### src/rtl/regfile_writeback_queue.sv
// In-order write-back FIFO in front of the 32 x 64 register file; retires one entry per cycle as a one-hot write enable.
// Optional forwarding search of queued entries is enabled by defining REGFILE_WBQ_FWD_EN.
module regfile_writeback_queue #(
    parameter int DEPTH  = 4,
    parameter int DATA_W = 64,
    parameter int ADDR_W = 5,
    parameter int NREGS  = 32
) (
    input  logic                           clk,
    input  logic                           reset,
    input  logic                           wb_valid,
    output logic                           wb_ready,
    input  logic [ADDR_W-1:0]              wb_addr,
    input  logic [DATA_W-1:0]              wb_data,
    input  logic                           drain_hold,
    output logic [NREGS-1:0]               write_en,
    output logic [DATA_W-1:0]              DataIn,
    output logic [$clog2(DEPTH+1)-1:0]     count
`ifdef REGFILE_WBQ_FWD_EN
    ,
    input  logic [ADDR_W-1:0]              fwd_addr,
    output logic                           fwd_hit,
    output logic [DATA_W-1:0]              fwd_data
`endif
);

    localparam int PTR_W = $clog2(DEPTH);
    localparam int CNT_W = $clog2(DEPTH + 1);
    localparam logic [CNT_W-1:0]  DEPTH_C = CNT_W'(DEPTH);
    localparam logic [ADDR_W-1:0] XZR     = ADDR_W'(NREGS - 1);

    logic [ADDR_W-1:0] addr_mem [DEPTH];
    logic [DATA_W-1:0] data_mem [DEPTH];

    logic [PTR_W-1:0] rd_ptr_reg, rd_ptr_next;
    logic [PTR_W-1:0] wr_ptr_reg, wr_ptr_next;
    logic [CNT_W-1:0] count_reg, count_next;

    logic             push;
    logic             pop;
    logic [ADDR_W-1:0] head_addr;

    // Readiness depends only on registered occupancy, never on wb_valid.
    assign wb_ready  = reset && (count_reg < DEPTH_C);
    // XZR requests complete the handshake but never occupy an entry.
    assign push      = wb_valid && wb_ready && (wb_addr != XZR);
    assign pop       = reset && (count_reg != '0) && !drain_hold;
    assign head_addr = addr_mem[rd_ptr_reg];

    always_comb begin
        rd_ptr_next = rd_ptr_reg;
        wr_ptr_next = wr_ptr_reg;
        count_next  = count_reg;
        if (push) begin
            wr_ptr_next = wr_ptr_reg + 1'b1;
        end
        if (pop) begin
            rd_ptr_next = rd_ptr_reg + 1'b1;
        end
        case ({push, pop})
            2'b10:   count_next = count_reg + 1'b1;
            2'b01:   count_next = count_reg - 1'b1;
            default: count_next = count_reg;
        endcase
    end

    always_ff @(posedge clk) begin
        if (!reset) begin
            rd_ptr_reg <= '0;
            wr_ptr_reg <= '0;
            count_reg  <= '0;
        end else begin
            rd_ptr_reg <= rd_ptr_next;
            wr_ptr_reg <= wr_ptr_next;
            count_reg  <= count_next;
        end
    end

    always_ff @(posedge clk) begin
        if (push) begin
            addr_mem[wr_ptr_reg] <= wb_addr;
            data_mem[wr_ptr_reg] <= wb_data;
        end
    end

    // Decoder gated by pop guarantees at most one enable bit.
    for (genvar gi = 0; gi < NREGS; gi++) begin : g_we_decode
        assign write_en[gi] = pop && (head_addr == ADDR_W'(gi));
    end

    assign DataIn = pop ? data_mem[rd_ptr_reg] : '0;
    assign count  = reset ? count_reg : '0;

`ifdef REGFILE_WBQ_FWD_EN
    logic [DEPTH-1:0] fwd_match;

    // fwd_match is indexed by age: bit 0 is the head, higher bits are newer.
    for (genvar gi = 0; gi < DEPTH; gi++) begin : g_fwd_match
        assign fwd_match[gi] = (CNT_W'(gi) < count_reg) &&
                               (addr_mem[rd_ptr_reg + PTR_W'(gi)] == fwd_addr);
    end

    always_comb begin
        fwd_hit  = 1'b0;
        fwd_data = '0;
        if (reset && (fwd_addr != XZR)) begin
            for (int i = 0; i < DEPTH; i++) begin
                if (fwd_match[i]) begin
                    fwd_hit  = 1'b1;
                    fwd_data = data_mem[rd_ptr_reg + PTR_W'(i)];
                end
            end
        end
    end
`endif

endmodule

### config.mk
export PLATFORM = sky130hd
export DESIGN_NAME = regfile_writeback_queue
export DESIGN_NICKNAME = d
export VERILOG_FILES = /design/src/rtl/regfile_writeback_queue.sv
export SDC_FILE = /design/constraint.sdc
export NUM_CORES = 1
export LEC_CHECK = 0
export CAP_MARGIN = 20
export CORE_MARGIN = 3
export CORE_UTILIZATION = 45
export DETAILED_ROUTE_END_ITERATION = 12
export PLACE_DENSITY_LB_ADDON = 0.25
export SLEW_MARGIN = 25
export SYNTH_ARGS = -nofsm -noshare
export SYNTH_HDL_FRONTEND = slang
export SYNTH_SLANG_ARGS = --single-unit
### constraint.sdc
create_clock -name clk -period 7 [get_ports clk]
set_input_delay 2.1 -clock clk [delete_from_list [all_inputs] [get_ports clk]]
set_output_delay 2.1 -clock clk [all_outputs]
set_load 0.02 [all_outputs]
# --- Yosys cells after proc, flatten, opt, wreduce, memory -nomap -nowiden ---
# Memory sizes are Yosys's and may differ from the RTL's. A register that Yosys moved wholly into a read port is not among the register bits.
# Cells that the tools add are included.
op_classes:
  addsub: 4
  order_cmp: 1
  n_eq_ne: 34
  mux: 9
  reduce_logical: 41
op_table:
  columns: ["cell", "n"]
  rows:
  - ["$eq 5x5->1 const B", 16]
  - ["$mux 64", 1]
  - ["$eq 5x4->1 const B", 8]
  - ["$logic_and 1x1->1", 37]
  - ["$eq 5x3->1 const B", 4]
  - ["$eq 5x2->1 const B", 2]
  - ["$mux 2", 4]
  - ["$pmux 3 s2", 1]
  - ["$eq 5x1->1 const B", 1]
  - ["$logic_not 5->1", 1]
  - ["$ne 5x5->1 const B", 1]
  - ["$add 2x1->2 const B", 2]
  - ["$add 3x1->3 const B", 1]
  - ["$lt 3x3->1 const B", 1]
  - ["$mux 3", 1]
  - ["$reduce_bool 3->1", 1]
  - ["$sub 3x1->3 const B", 1]
  - ["$eq 2x1->1 const B", 1]
  - ["$eq 2x2->1 const B", 1]
  - ["$mux 1", 2]
  - ["$reduce_bool 2->1", 1]
  - ["$logic_not 1->1", 1]
word_totals:
  ff_bits: 7
  mem_bits_rw: 276
  input_bits: 73
  out_inout_bits: 100
  memories: 2
mem_list:
  columns: ["name", "words", "word_bits", "rd", "rd_clocked_by_memory_dff", "write_ports", "line_no", "source"]
  rows:
  - ["data_mem", 4, 64, 1, 1, 1, "33", "logic [DATA_W-1:0] data_mem [DEPTH];"]
  - ["addr_mem", 4, 5, 1, 1, 1, "32", "logic [ADDR_W-1:0] addr_mem [DEPTH];"]

# --- Depth between registers and ports, before layout ---
logic_depth:
  depth_word: 6
  mapped_depth: 10
  depth_no_buf: 8

# --- Least setup slack after synthesis ---
# Ideal clock, no wire load.
synth_path:
  kind: "input-to-output"
  from: "input reset"
  to: "output write_en[16]"
  t_arrival_ps: 3459
  slack_ps: 1441
  cell_stages: 5
  path_buffers: 2
  cell_sequence: "clkbuf_1 nor2b_1 nand3_1 clkbuf_1 nor3_1"
synth_via:
  elab_chain_cells: 3
synth_rtl:
  columns: ["item", "line_no", "source"]
  rows:
  - ["start, declared", "10", "input logic reset,"]
  - ["$logic_and 1x1->1 (2 in a row)", "47", "assign pop = reset && (count_reg != '0) && !drain_hold;"]
  - ["$logic_and 1x1->1", "88", "assign write_en[gi] = pop && (head_addr == ADDR_W'(gi));"]
  - ["end, declared", "16", "output logic [NREGS-1:0] write_en,"]
# No other way between the ends.

# --- Final worst setup path ---
layout_path:
  from: "input drain_hold"
  to: "output write_en[14]"
layout_via:
  elab_chain_cells: 3
layout_rtl:
  columns: ["item", "line_no", "source"]
  rows:
  - ["start, declared", "15", "input logic drain_hold,"]
  - ["$logic_not 1->1", "47", null]
  - ["$logic_and 1x1->1", "47", null]
  - ["$logic_and 1x1->1", "88", null]
# No other way between the ends.

==> impl_results.md <==
* Vias at 5,796
* Pwr per Cell Area at 276 nW/µm²
* Yosys synthesis warning count at 0
* Int Power at 3170 µW
* MaxCap Viol Count at 0
* Antenna viol nets, final at 0
* Antenna Cells at 0
* Hold WC Path Type: flop to flop
* Top cell type by total area after synthesis: edfxtp_1
* Clk pin slew, worst setup/hold paths at 0.06 ns
* CTS tree: done
* Clock skew at 0.00641 ns
* Vias per cell at 5.41
* Crit path kind: input port to primary output
* Switch Pwr at 810 µW
* HPWL after detailed placement at 13.5 mm
* Sequential Power Share at 48.8%
* Total clock sinks at 285
* First-pass GRT wire length at 35.2 mm
* Max Buffers Root-to-Sink at 3
* Area grow syn2layout at 28.5%
* Initial core utilization at 46.0%
* CP Max Fanout at 16
* Static leakage at 0.00475 µW
* Max-slew violations at 0
* Cell Area, Synth at 11,200 µm²
* WHS at 0.499 ns
* Global Route Usage Sum at 17.1%
* Routability cong. at 0.812
* Switching share of power at 20.3%
* I/O pin count at 173
* Residual DRC at 0
* Mapped Nets at 630
* Clock buffer count from CTS at 30
* Max rail drop VDD at 182 µV
* Final min period at 6.53 ns
* Vias in the first global route at 6,230
* Power after layout at 3980 µW
* Critical Path Source Type: input port
* # setup viols final at 0
* DRT Pass-1 Iters at 5
* Final Cycle Share at 93.3%
* Clock root buffer: clkbuf_16
* Die area at 26,900 µm²
* Register area share after synthesis at 75.4%
* Syn Area/Cell at 20.4 µm²
* Comb power frac at 8.7%
* Fmax at 153 MHz
* Mapped Cells at 551
* Post-synthesis register bit count at 285
* Net count, final at 805
* Wire length per cell at 21.4 µm
* CTS H-tree lvls at 1
* Die Ht at 164 µm
* Drt initial violations at 376
* Setup bufs post-CTS at 0
* Synth top area cells: edfxtp_1, mux4_2, and3_1
* Top cell type's share of synthesized area at 73.8%
* Largest net degree at the start of global routing at 42
* Antenna violations before repair at 1
* WP data required at 4.90 ns
* Setup crit end kind: primary output
* Setup TNS at 0 ns
* Status: complete, no violations
* Hold Violations, Final at 0
* RSZ-0062 raised after global routing: no
* Max reg flops at 256
* Crit path DAT at 4.43 ns
* IO Port Bufs at 172
* Post-CTS Resized at 0
* Clk Latency, worst-skew pair at 0.53 ns
* Fill count at 1,791
* Most frequent cells in the layout: edfxtp_1, clkdlybuf4s50_1, mux4_2, and3_1, clkbuf_16
* Layout cells sized above 1 at 19.3%
* Most common cell after layout, fill and taps aside: edfxtp_1
* Normalized max-slew margin at 52.9%
* Slew @ Worst Pin at 0.707 ns
* Hold-fix buffers, CTS at 0
* Core Box Area at 24,400 µm²
* Clock network power share at 42.5%
* Final wirelength at 23.0 mm
* Num rows at 57
* Overflow left after global routing at 0
* Synth cell types at 33
* DIE WIDTH at 164 µm
[power groups by stage]
stage | registers (µW) | clock network, µW | logic, µW
after CTS | 1950 | 1730 | 352
after global routing | 1950 | 1810 | 375
final | 1950 | 1690 | 346
after detailed placement | 1980 | 0 | 350
after floorplan | 1980 | 0 | 197
after global placement | 1980 | 0 | 336
[cell families after synthesis]
group | Yosys count | synth area share (%)
AND/OR/NAND/NOR | 131 | 7.18
flip-flops | 285 | 75.4
AO/OA/AOI/OAI | 9 | 0.424
adder cells (fa/ha/maj) | 6 | 0.736
XOR/XNOR | 2 | 0.156
multiplexers | 72 | 14.1
buffers and inverters | 46 | 1.92
[cells in the mapped netlist]
cell type	count
or4_1	1
nand3_1	2
fa_1	1
nor2b_1	1
ha_1	5
xnor2_1	1
mux4_2	68
and2_1	7
edfxtp_1	276
a21oi_1	6
clkbuf_1	26
nor2_1	3
and3_1	64
nor3_2	10
mux2i_1	3
mux4_1	1
or2_2	1
o31ai_1	1
buf_2	9
dfxtp_1	9
nor3_1	23
buf_1	2
xor2_1	1
or3_1	3
nand2b_1	6
buf_6	2
buf_12	1
and4_1	1
inv_1	6
or2_0	1
nand3b_1	1
o21ai_0	2
nand2_1	7
[critical path, stage by stage]
cell	delay, ns
clkdlybuf4s50_1	0.47
nand2b_1	0.22
or3_1	0.69
nor3_1	0.31
clkdlybuf4s50_1	0.64
[cell type report]
cell class	count	area (µm²)	area share, %
Inverter	6	22.5	0.156
Tap cell	324	405	2.81
Clock buffer	33	783	5.43
Sequential cell	285	8480	58.7
Clock inverter	21	298	2.06
Timing Repair Buffer	183	1880	13.1
Multi-Input combinational cell	220	2560	17.7
[per-layer routing]
metal  track usage, %  routed length, µm
met5                0                 14
met1             22.7               9390
met2             28.3              11400
met3             4.87               1790
met4             4.23                355
[worst paths after layout]
| path | start | endpoint | slack [ns] | cells after the start |
|---|---|---|---|---|
| worst max register to register | count_reg[0] | count_reg[2] | 4.32 | 8 |
| worst min-delay path | rd_ptr_reg[1] | flop | 0.50 | 2 |
| worst max-delay path | drain_hold | write_en[14] | 0.47 | 5 |
| worst min register to register | rd_ptr_reg[1] | flop | 0.50 | 2 |
[per-stage QoR]
stage	instance area, µm²	instances	setup WS (ns)	utilization [%]
finish	14400	1072	0.468	59.2
detailed placement	13300	1018	0.499	54.7
floorplan	11200	551	1.44	-
global placement	13200	1014	0.564	54.3
CTS	14400	1072	0.484	59.2
global route	14400	1072	0.365	59.2
(Power assumes the default switching activity.)
